**src/rtl/reg_load_arbiter.sv**
```systemverilog
// Round-robin arbiter that loads one requester's 4-bit slice into a shared register.
// Grant one edge after request, Reg_Out/Ack one edge later; owner holds until release or TIMEOUT.
module reg_load_arbiter #(
   parameter int TIMEOUT = 8
) (
   input  logic        Clock,
   input  logic        Reset,
   input  logic [3:0]  Req,
   input  logic [15:0] Data_In,
   output logic [3:0]  Grant,
   output logic        Ack,
   output logic [1:0]  Owner,
   output logic        Busy,
   output logic        Timeout,
   output logic [3:0]  Reg_Out
);

   typedef enum logic [1:0] {
      IDLE     = 2'd0,
      LOAD     = 2'd1,
      WAIT_REL = 2'd2
   } state_t;

   localparam logic [3:0] CNT_LAST = 4'(TIMEOUT - 1);

   state_t      state_q, state_d;
   logic [3:0]  grant_q, grant_d;
   logic [1:0]  owner_q, owner_d;
   logic        busy_q, busy_d;
   logic        ack_q, ack_d;
   logic        timeout_q, timeout_d;
   logic [3:0]  reg_out_q, reg_out_d;
   logic [3:0]  data_q, data_d;
   logic [1:0]  prio_q, prio_d;
   logic [3:0]  cnt_q, cnt_d;

   logic [1:0]  pick_idx;
   logic [3:0]  pick_dat;

   // Walk downward in offset so the closest set bit at or above prio wins last.
   always_comb begin
      pick_idx = prio_q;
      for (int i = 3; i >= 0; i--) begin
         if (Req[prio_q + 2'(i)]) begin
            pick_idx = prio_q + 2'(i);
         end
      end
      pick_dat = Data_In[{pick_idx, 2'b00} +: 4];
   end

   always_comb begin
      state_d   = state_q;
      grant_d   = grant_q;
      owner_d   = owner_q;
      busy_d    = busy_q;
      ack_d     = 1'b0;
      timeout_d = 1'b0;
      reg_out_d = reg_out_q;
      data_d    = data_q;
      prio_d    = prio_q;
      cnt_d     = cnt_q;

      case (state_q)
         IDLE: begin
            if (|Req) begin
               state_d = LOAD;
               grant_d = 4'(4'b0001 << pick_idx);
               owner_d = pick_idx;
               busy_d  = 1'b1;
               data_d  = pick_dat;
            end else begin
               grant_d = 4'b0000;
               owner_d = 2'd0;
               busy_d  = 1'b0;
            end
         end
         LOAD: begin
            reg_out_d = data_q;
            ack_d     = 1'b1;
            cnt_d     = 4'd0;
            state_d   = WAIT_REL;
         end
         WAIT_REL: begin
            // A voluntary release on the same edge as the limit suppresses Timeout.
            if (!Req[owner_q] || cnt_q == CNT_LAST) begin
               state_d   = IDLE;
               grant_d   = 4'b0000;
               owner_d   = 2'd0;
               busy_d    = 1'b0;
               prio_d    = owner_q + 2'd1;
               timeout_d = Req[owner_q];
            end else begin
               cnt_d = cnt_q + 4'd1;
            end
         end
         default: begin
            state_d = IDLE;
         end
      endcase
   end

   always_ff @(posedge Clock) begin
      if (Reset) begin
         state_q   <= IDLE;
         grant_q   <= 4'b0000;
         owner_q   <= 2'd0;
         busy_q    <= 1'b0;
         ack_q     <= 1'b0;
         timeout_q <= 1'b0;
         reg_out_q <= 4'd0;
         data_q    <= 4'd0;
         prio_q    <= 2'd0;
         cnt_q     <= 4'd0;
      end else begin
         state_q   <= state_d;
         grant_q   <= grant_d;
         owner_q   <= owner_d;
         busy_q    <= busy_d;
         ack_q     <= ack_d;
         timeout_q <= timeout_d;
         reg_out_q <= reg_out_d;
         data_q    <= data_d;
         prio_q    <= prio_d;
         cnt_q     <= cnt_d;
      end
   end

   assign Grant   = grant_q;
   assign Owner   = owner_q;
   assign Busy    = busy_q;
   assign Ack     = ack_q;
   assign Timeout = timeout_q;
   assign Reg_Out = reg_out_q;

endmodule

```
**config.mk**
```make
export PLATFORM = sky130hd
export DESIGN_NAME = reg_load_arbiter
export DESIGN_NICKNAME = d
export VERILOG_FILES = /design/src/rtl/reg_load_arbiter.sv
export SDC_FILE = /design/constraint.sdc
export NUM_CORES = 1
export LEC_CHECK = 0
export CAP_MARGIN = 20
export CORE_ASPECT_RATIO = 1.4
export CORE_UTILIZATION = 46
export CTS_CLUSTER_SIZE = 40
export DETAILED_ROUTE_END_ITERATION = 8
export HOLD_SLACK_MARGIN = 0.03
export PLACE_DENSITY = 0.75
export SLEW_MARGIN = 20
export SYNTH_ARGS = -nofsm -noshare
export SYNTH_HDL_FRONTEND = slang
export SYNTH_SLANG_ARGS = --single-unit
export TNS_END_PERCENT = 20
```
**constraint.sdc**
```tcl
create_clock -name Clock -period 2.4 [get_ports Clock]
set_clock_uncertainty 0.15 [all_clocks]
set_input_delay 0.24 -clock Clock [delete_from_list [all_inputs] [get_ports Clock]]
set_output_delay 0.24 -clock Clock [all_outputs]
set_load 0.03 [all_outputs]
```
# Yosys cells after proc, flatten, opt, wreduce, memory -nomap -nowiden
# Index checks and enable logic that the tools add are counted.
[word_totals] input_bits=22 output_inout_bits=13 register_bits=25
[classes] muxes=28 n_eq_ne=6 n_lt_le_gt_ge=5 shifts=2 addsub=5 reduce_logical=12 bitwise=2
[ops] operator="$pmux 4 s2" n=2
[ops] operator="$shiftx 16x5->4" n=1
[ops] operator="$lt 2x3->1 const B" n=5
[ops] operator="$mux 2" n=7
[ops] operator="$mux 4" n=3
[ops] operator="$bmux 1 s2" n=5
[ops] operator="$reduce_and 2->1" n=5
[ops] operator="$mux 1" n=8
[ops] operator="$ne 2x2->1 const B" n=3
[ops] operator="$pmux 2 s3" n=1
[ops] operator="$add 2x1->2 const B" n=2
[ops] operator="$add 2x2->2 const B" n=2
[ops] operator="$add 4x1->4 const B" n=1
[ops] operator="$eq 4x3->1 const B" n=1
[ops] operator="$pmux 2 s2" n=1
[ops] operator="$reduce_bool 2->1" n=2
[ops] operator="$reduce_or 4->1" n=1
[ops] operator="$shl 1x2->4 const A" n=1
[ops] operator="$reduce_or 3->1" n=1
[ops] operator="$eq 2x1->1 const B" n=1
[ops] operator="$eq 2x2->1 const B" n=1
[ops] operator="$logic_not 2->1" n=1
[ops] operator="$not 1->1" n=2
[ops] operator="$pmux 1 s2" n=1
[ops] operator="other kinds (2)" n=2

# Longest topological paths before layout
[logic_depth] ltp_word=10 mapped_depth=7 ltp_nobuf=6

# Worst setup path after synthesis
# Ideal clock, no wire load.
[synth_timing] path_kind="reg-to-reg" startpoint="register owner_q[0] (netlist: Owner[0])" endpoint="register owner_q[1] (netlist: Owner[1])" slack_ns=0.299 n_path_buf=1 period_less_slack_ns=2.101 required_ns=2.133 t_arrival_ns=1.834 stages_incl_launch_ff=6 setup_time_ns=0.117 cell_sequence="dfxtp_1 mux4_2 a31o_2 nor2b_4 buf_6 a22o_1"
[synth_via] elab_chain_len=6
[synth_rtl] element="start: declaration" line_no="28" text="logic [1:0] owner_q, owner_d;"
[synth_rtl] element="start signal: assignment" line_no="117" text="owner_q <= owner_d;"
[synth_rtl] element="$bmux 1 s2" line_no="85" text="if (!Req[owner_q] || cnt_q == CNT_LAST) begin"
[synth_rtl] element="$mux 1 (implied by the code)" line_no="85"
[synth_rtl] element="$logic_not 1->1" line_no="85"
[synth_rtl] element="$logic_or 1x1->1" line_no="85"
[synth_rtl] element="$ne 2x2->1 (no source line)"
[synth_rtl] element="$reduce_and 2->1 (no source line)"
# Every way passes these cells. The select of a mux whose other input is x is not followed.
# A chain may end at the register's enable or synchronous reset.

# Worst setup path after layout
[layout_timing] startpoint="register owner_q[0] (netlist: Owner[0])" endpoint="register prio_q[0]"
[layout_via] elab_chain_len=5 elab_cells_between_ends=6 cone_classes="add/sub: 1; mux: 2; reduce/logical: 3"
[layout_rtl] element="$bmux 1 s2" line_no="85"
[layout_rtl] element="$mux 1 (implied by the code)" line_no="85"
[layout_rtl] element="$logic_not 1->1" line_no="85"
[layout_rtl] element="$logic_or 1x1->1" line_no="85"
[layout_rtl] element="$reduce_and 2->1 (no source line)"
[layout_rtl] element="end signal: assignment" line_no="123" text="prio_q <= prio_d;"
[layout_rtl] element="end: declaration" line_no="34" text="logic [1:0] prio_q, prio_d;"
# Several ways; a longest one is shown, not always the timed one. The select of a mux whose other input is x is not followed.

==> impl_metrics.py <==
metrics = {
    "sta": {
        "period_minus_slack_ns": 1.995,
        "rsz0062_at_grt": "no",
        "worst-slew-pin-transition_ns": 0.5479,
        "fin_tns_setup_ns": 0,
        "timing.hold.ws_ns": 0.3327,
        "fmax_mhz": 501.1,
        "timing.slew.headroom_pct": 63.43,
        "final_critical_path_setup_slack_ns": 0.4046,
        "final_max_slew_viols": 0,
        "finalHoldViolCount": 0,
        "timing.final.crit_share_pct": 83.14,
        "finalSetupViolations": 0,
    },
    "worst_setup_path": {
        "worst_ep_arrival_time_ns": 2.08,
        "cp_launch_type": "flip-flop",
        "criticalPathCategory": "reg2reg",
        "minimum_setup_slack_among_reg_to_reg_paths_ns": 0.40,
        "crit_required_ns": 2.48,
        "reg2reg_capture_point": "prio_q[0]",
        "largest_fanout_on_the_critical_path": 5,
        "reg2reg_depth": 5,
        "worst_r2r_startpoint": "Owner[0]",
        "worstSetupEndpointType": "flip-flop",
    },
    "synth": {
        "synthCells": 130,
        "post_synth_top_cells": "sky130_fd_sc_hd__dfxtp_1, sky130_fd_sc_hd__nand2_1, sky130_fd_sc_hd__mux2i_1",
        "synth_cell_types": 41,
        "ys_ff_latch": 25,
        "synth_largest_area_cell": "sky130_fd_sc_hd__dfxtp_1",
        "post-synth-top-area-fraction_pct": 41.11,
        "postSynthAreaPerCell_um2": 9.365,
        "ys.warnings.count": 0,
        "postSynthNetCount": 153,
        "synth_most_common_cell": "sky130_fd_sc_hd__dfxtp_1",
        "postSynth.asyncResetShare_pct": 0,
        "synth_enable_flop_cells": 0,
        "synth.area.top_cells": "sky130_fd_sc_hd__dfxtp_1, sky130_fd_sc_hd__mux2i_1, sky130_fd_sc_hd__nand2_1, sky130_fd_sc_hd__nor2_1, sky130_fd_sc_hd__o21ai_0",
        "ys_seq_area_share_pct": 41.11,
        "postSynth.topFlopCell": "sky130_fd_sc_hd__dfxtp_1",
        "post_synth_instance_area_mm2": 0.001217,
    },
    "power_and_ir_drop": {
        "power.internal_uw": 631.5,
        "comb_power_share_pct": 25.7,
        "power_density_mw_per_mm2": 560.3,
        "switching_share_pct": 30.39,
        "leakagePower_uw": 0.0005951,
        "peakVddDrop_v": 0.0003414,
        "overall_power_uw": 907.2,
        "power.share.sequential_pct": 53.1,
        "power_switching_uw": 275.7,
        "share_clk_of_total_power_pct": 21.2,
    },
    "hold_path": {
        "holdCritPathClass": "reg2reg",
        "worstHoldStart": "Grant[0]",
        "whs_path_depth": 2,
        "timing.hold.worst_endpoint": "Grant[0]",
    },
    "clock_tree": {
        "cts_root_buf": "sky130_fd_sc_hd__clkbuf_4",
        "postCtsHoldBufs": 0,
        "cts_made_buffers": 3,
        "clk_transition_reported_paths_ns": 0.14,
        "cts_tree": "built",
        "tritoncts_sink_count": 25,
        "cts_htree_levels": 1,
        "cts_buffer_depth": 2,
        "postCtsSetupRepairBufs": 0,
        "ctsResizeCount": 0,
        "worst_skew_pair_later_pin_latency_ns": 0.32,
    },
    "floorplanning": {
        "chipHeight_um": 62.87,
        "placementRows": 21,
        "initial_utilization_pct": 49.82,
        "chipWidth_um": 45.48,
        "design.core.area_mm2": 0.002444,
        "floorplan.io_pins": 35,
        "die_area_mm2": 0.002859,
    },
    "route": {
        "routed-wl-met3_um": 100,
        "detailroute.wirelength.met2_um": 1364,
        "maxUsedRoutingLayer": "met4",
        "routed-via-count": 1072,
        "drt-wirelength-per-cell_um": 13.09,
        "drt-met1-wl_um": 1054,
        "detail-route-antenna-nets": 0,
        "post-route-drc-count": 0,
        "drt-pass1-iter-count": 4,
        "drt_wl_total_um": 2605,
        "drtIter0Drc": 18,
        "via_per_inst": 5.387,
    },
    "global_route": {
        "wire_length_of_the_first_global_routing_pass_um": 4505,
        "groute.usage.overall_pct": 21.22,
        "grt_pass1_vias": 1066,
        "grt-ovfl-total": 0,
        "pin_count_of_the_biggest_net_entering_global_routing": 17,
        "antenna_found_initial": 0,
    },
    "placed_design": {
        "routabilityCongestion": 0.7386,
        "io_buffer_count": 34,
        "preCtsSetupSlack_ns": 0.1258,
        "detailed_place_hpwl_um": 2034,
    },
    "job": {
        "max-cap-violations": 0,
    },
    "finish": {
        "insertedDiodeCount": 0,
        "area_growth_pct": 32.99,
        "drive_gt1_share_pct": 10.91,
        "fin_nets": 189,
    },
    "outcome": {
        "result_of_the_run": "complete, no violations",
    },
}
metal layers:
layer,up-vias,track usage [%]
li1,538,-
met1,486,23.37
met2,39,36.43
met3,9,3.179
met4,0,11.74
met5,-,0
area by class of cell:
cell class / count / area, µm²
fill: 211 / 824.5
clock inverter: 1 / 5.005
sequential: 25 / 500.5
clock buffer: 3 / 22.52
inverter: 6 / 22.52
multi-input combinational: 92 / 655.6
tap: 34 / 42.54
timing repair buffer: 38 / 370.4
layout by cell type (no fill, tap or decap), drive strengths merged, types with 2 or more instances in the layout:
cell type,count
o21ai,8
mux2i,13
nor2b,5
o31ai,2
o221ai,4
a211oi,2
o32ai,2
dfxtp,25
and3,2
nor3b,2
nand3b,3
nand2b,3
clkbuf,3
clkdlybuf4s50,34
a21oi,4
nor4,3
nor2,11
nand2,14
buf,4
inv,6
sequential cells by signal (all words and copies together) (netlist names):
register and flops:
Grant 4, Reg_Out 4, cnt_q 4, data_q 4, Owner 2, prio_q 2, state_q 2, Ack 1
Busy 1, Timeout 1
worst max-delay path by stage:
stage                 to  cells after the start  slack [ns]     start
4_1_cts        prio_q[0]                      5        0.39  Owner[0]
6_report       prio_q[0]                      5        0.40  Owner[0]
3_5_place_dp   prio_q[0]                      6        0.13    Req[0]
3_3_place_gp   prio_q[0]                      6        0.18    Req[0]
2_1_floorplan   Owner[1]                      5        0.30  Owner[0]
5_1_grt        prio_q[0]                      5        0.30  Owner[0]
per-stage QoR:
step                instances  instance area (µm²)  utilization (%)
floorplan                 130                 1217                -
global placement          195                 1592            65.13
detailed placement        195                 1592            65.13
CTS                       199                 1619            66.26
global route              199                 1619            66.26
finish                    199                 1619            66.26
kinds of logic after synthesis:
logic type      count (synthesis)  synth area share [%]
simple gates                   47                 21.99
compound gates                 29                 17.58
flops                          25                 41.11
mux                            14                 12.54
buf+inv                        13                 5.035
xor+xnor                        1                0.7196
fa+ha+maj                       1                 1.028
worst max-delay path, cell delays in order (launching register included):
cell and delay [ns]:
sky130_fd_sc_hd__dfxtp_1 0.47, sky130_fd_sc_hd__mux4_2 0.59, sky130_fd_sc_hd__and2_4 0.21, sky130_fd_sc_hd__nor3b_4 0.23
sky130_fd_sc_hd__mux2i_1 0.21, sky130_fd_sc_hd__nor2_1 0.05
power groups by stage:
stage / Combinational (µW) / Clock [µW] / Sequential (µW)
5_1_grt: 252 / 220 / 487
6_report: 233 / 192 / 482
3_5_place_dp: 234 / 0 / 490
2_1_floorplan: 125 / 0 / 508
4_1_cts: 234 / 195 / 481
3_3_place_gp: 229 / 0 / 489
Power figures use the tool's default switching activity.
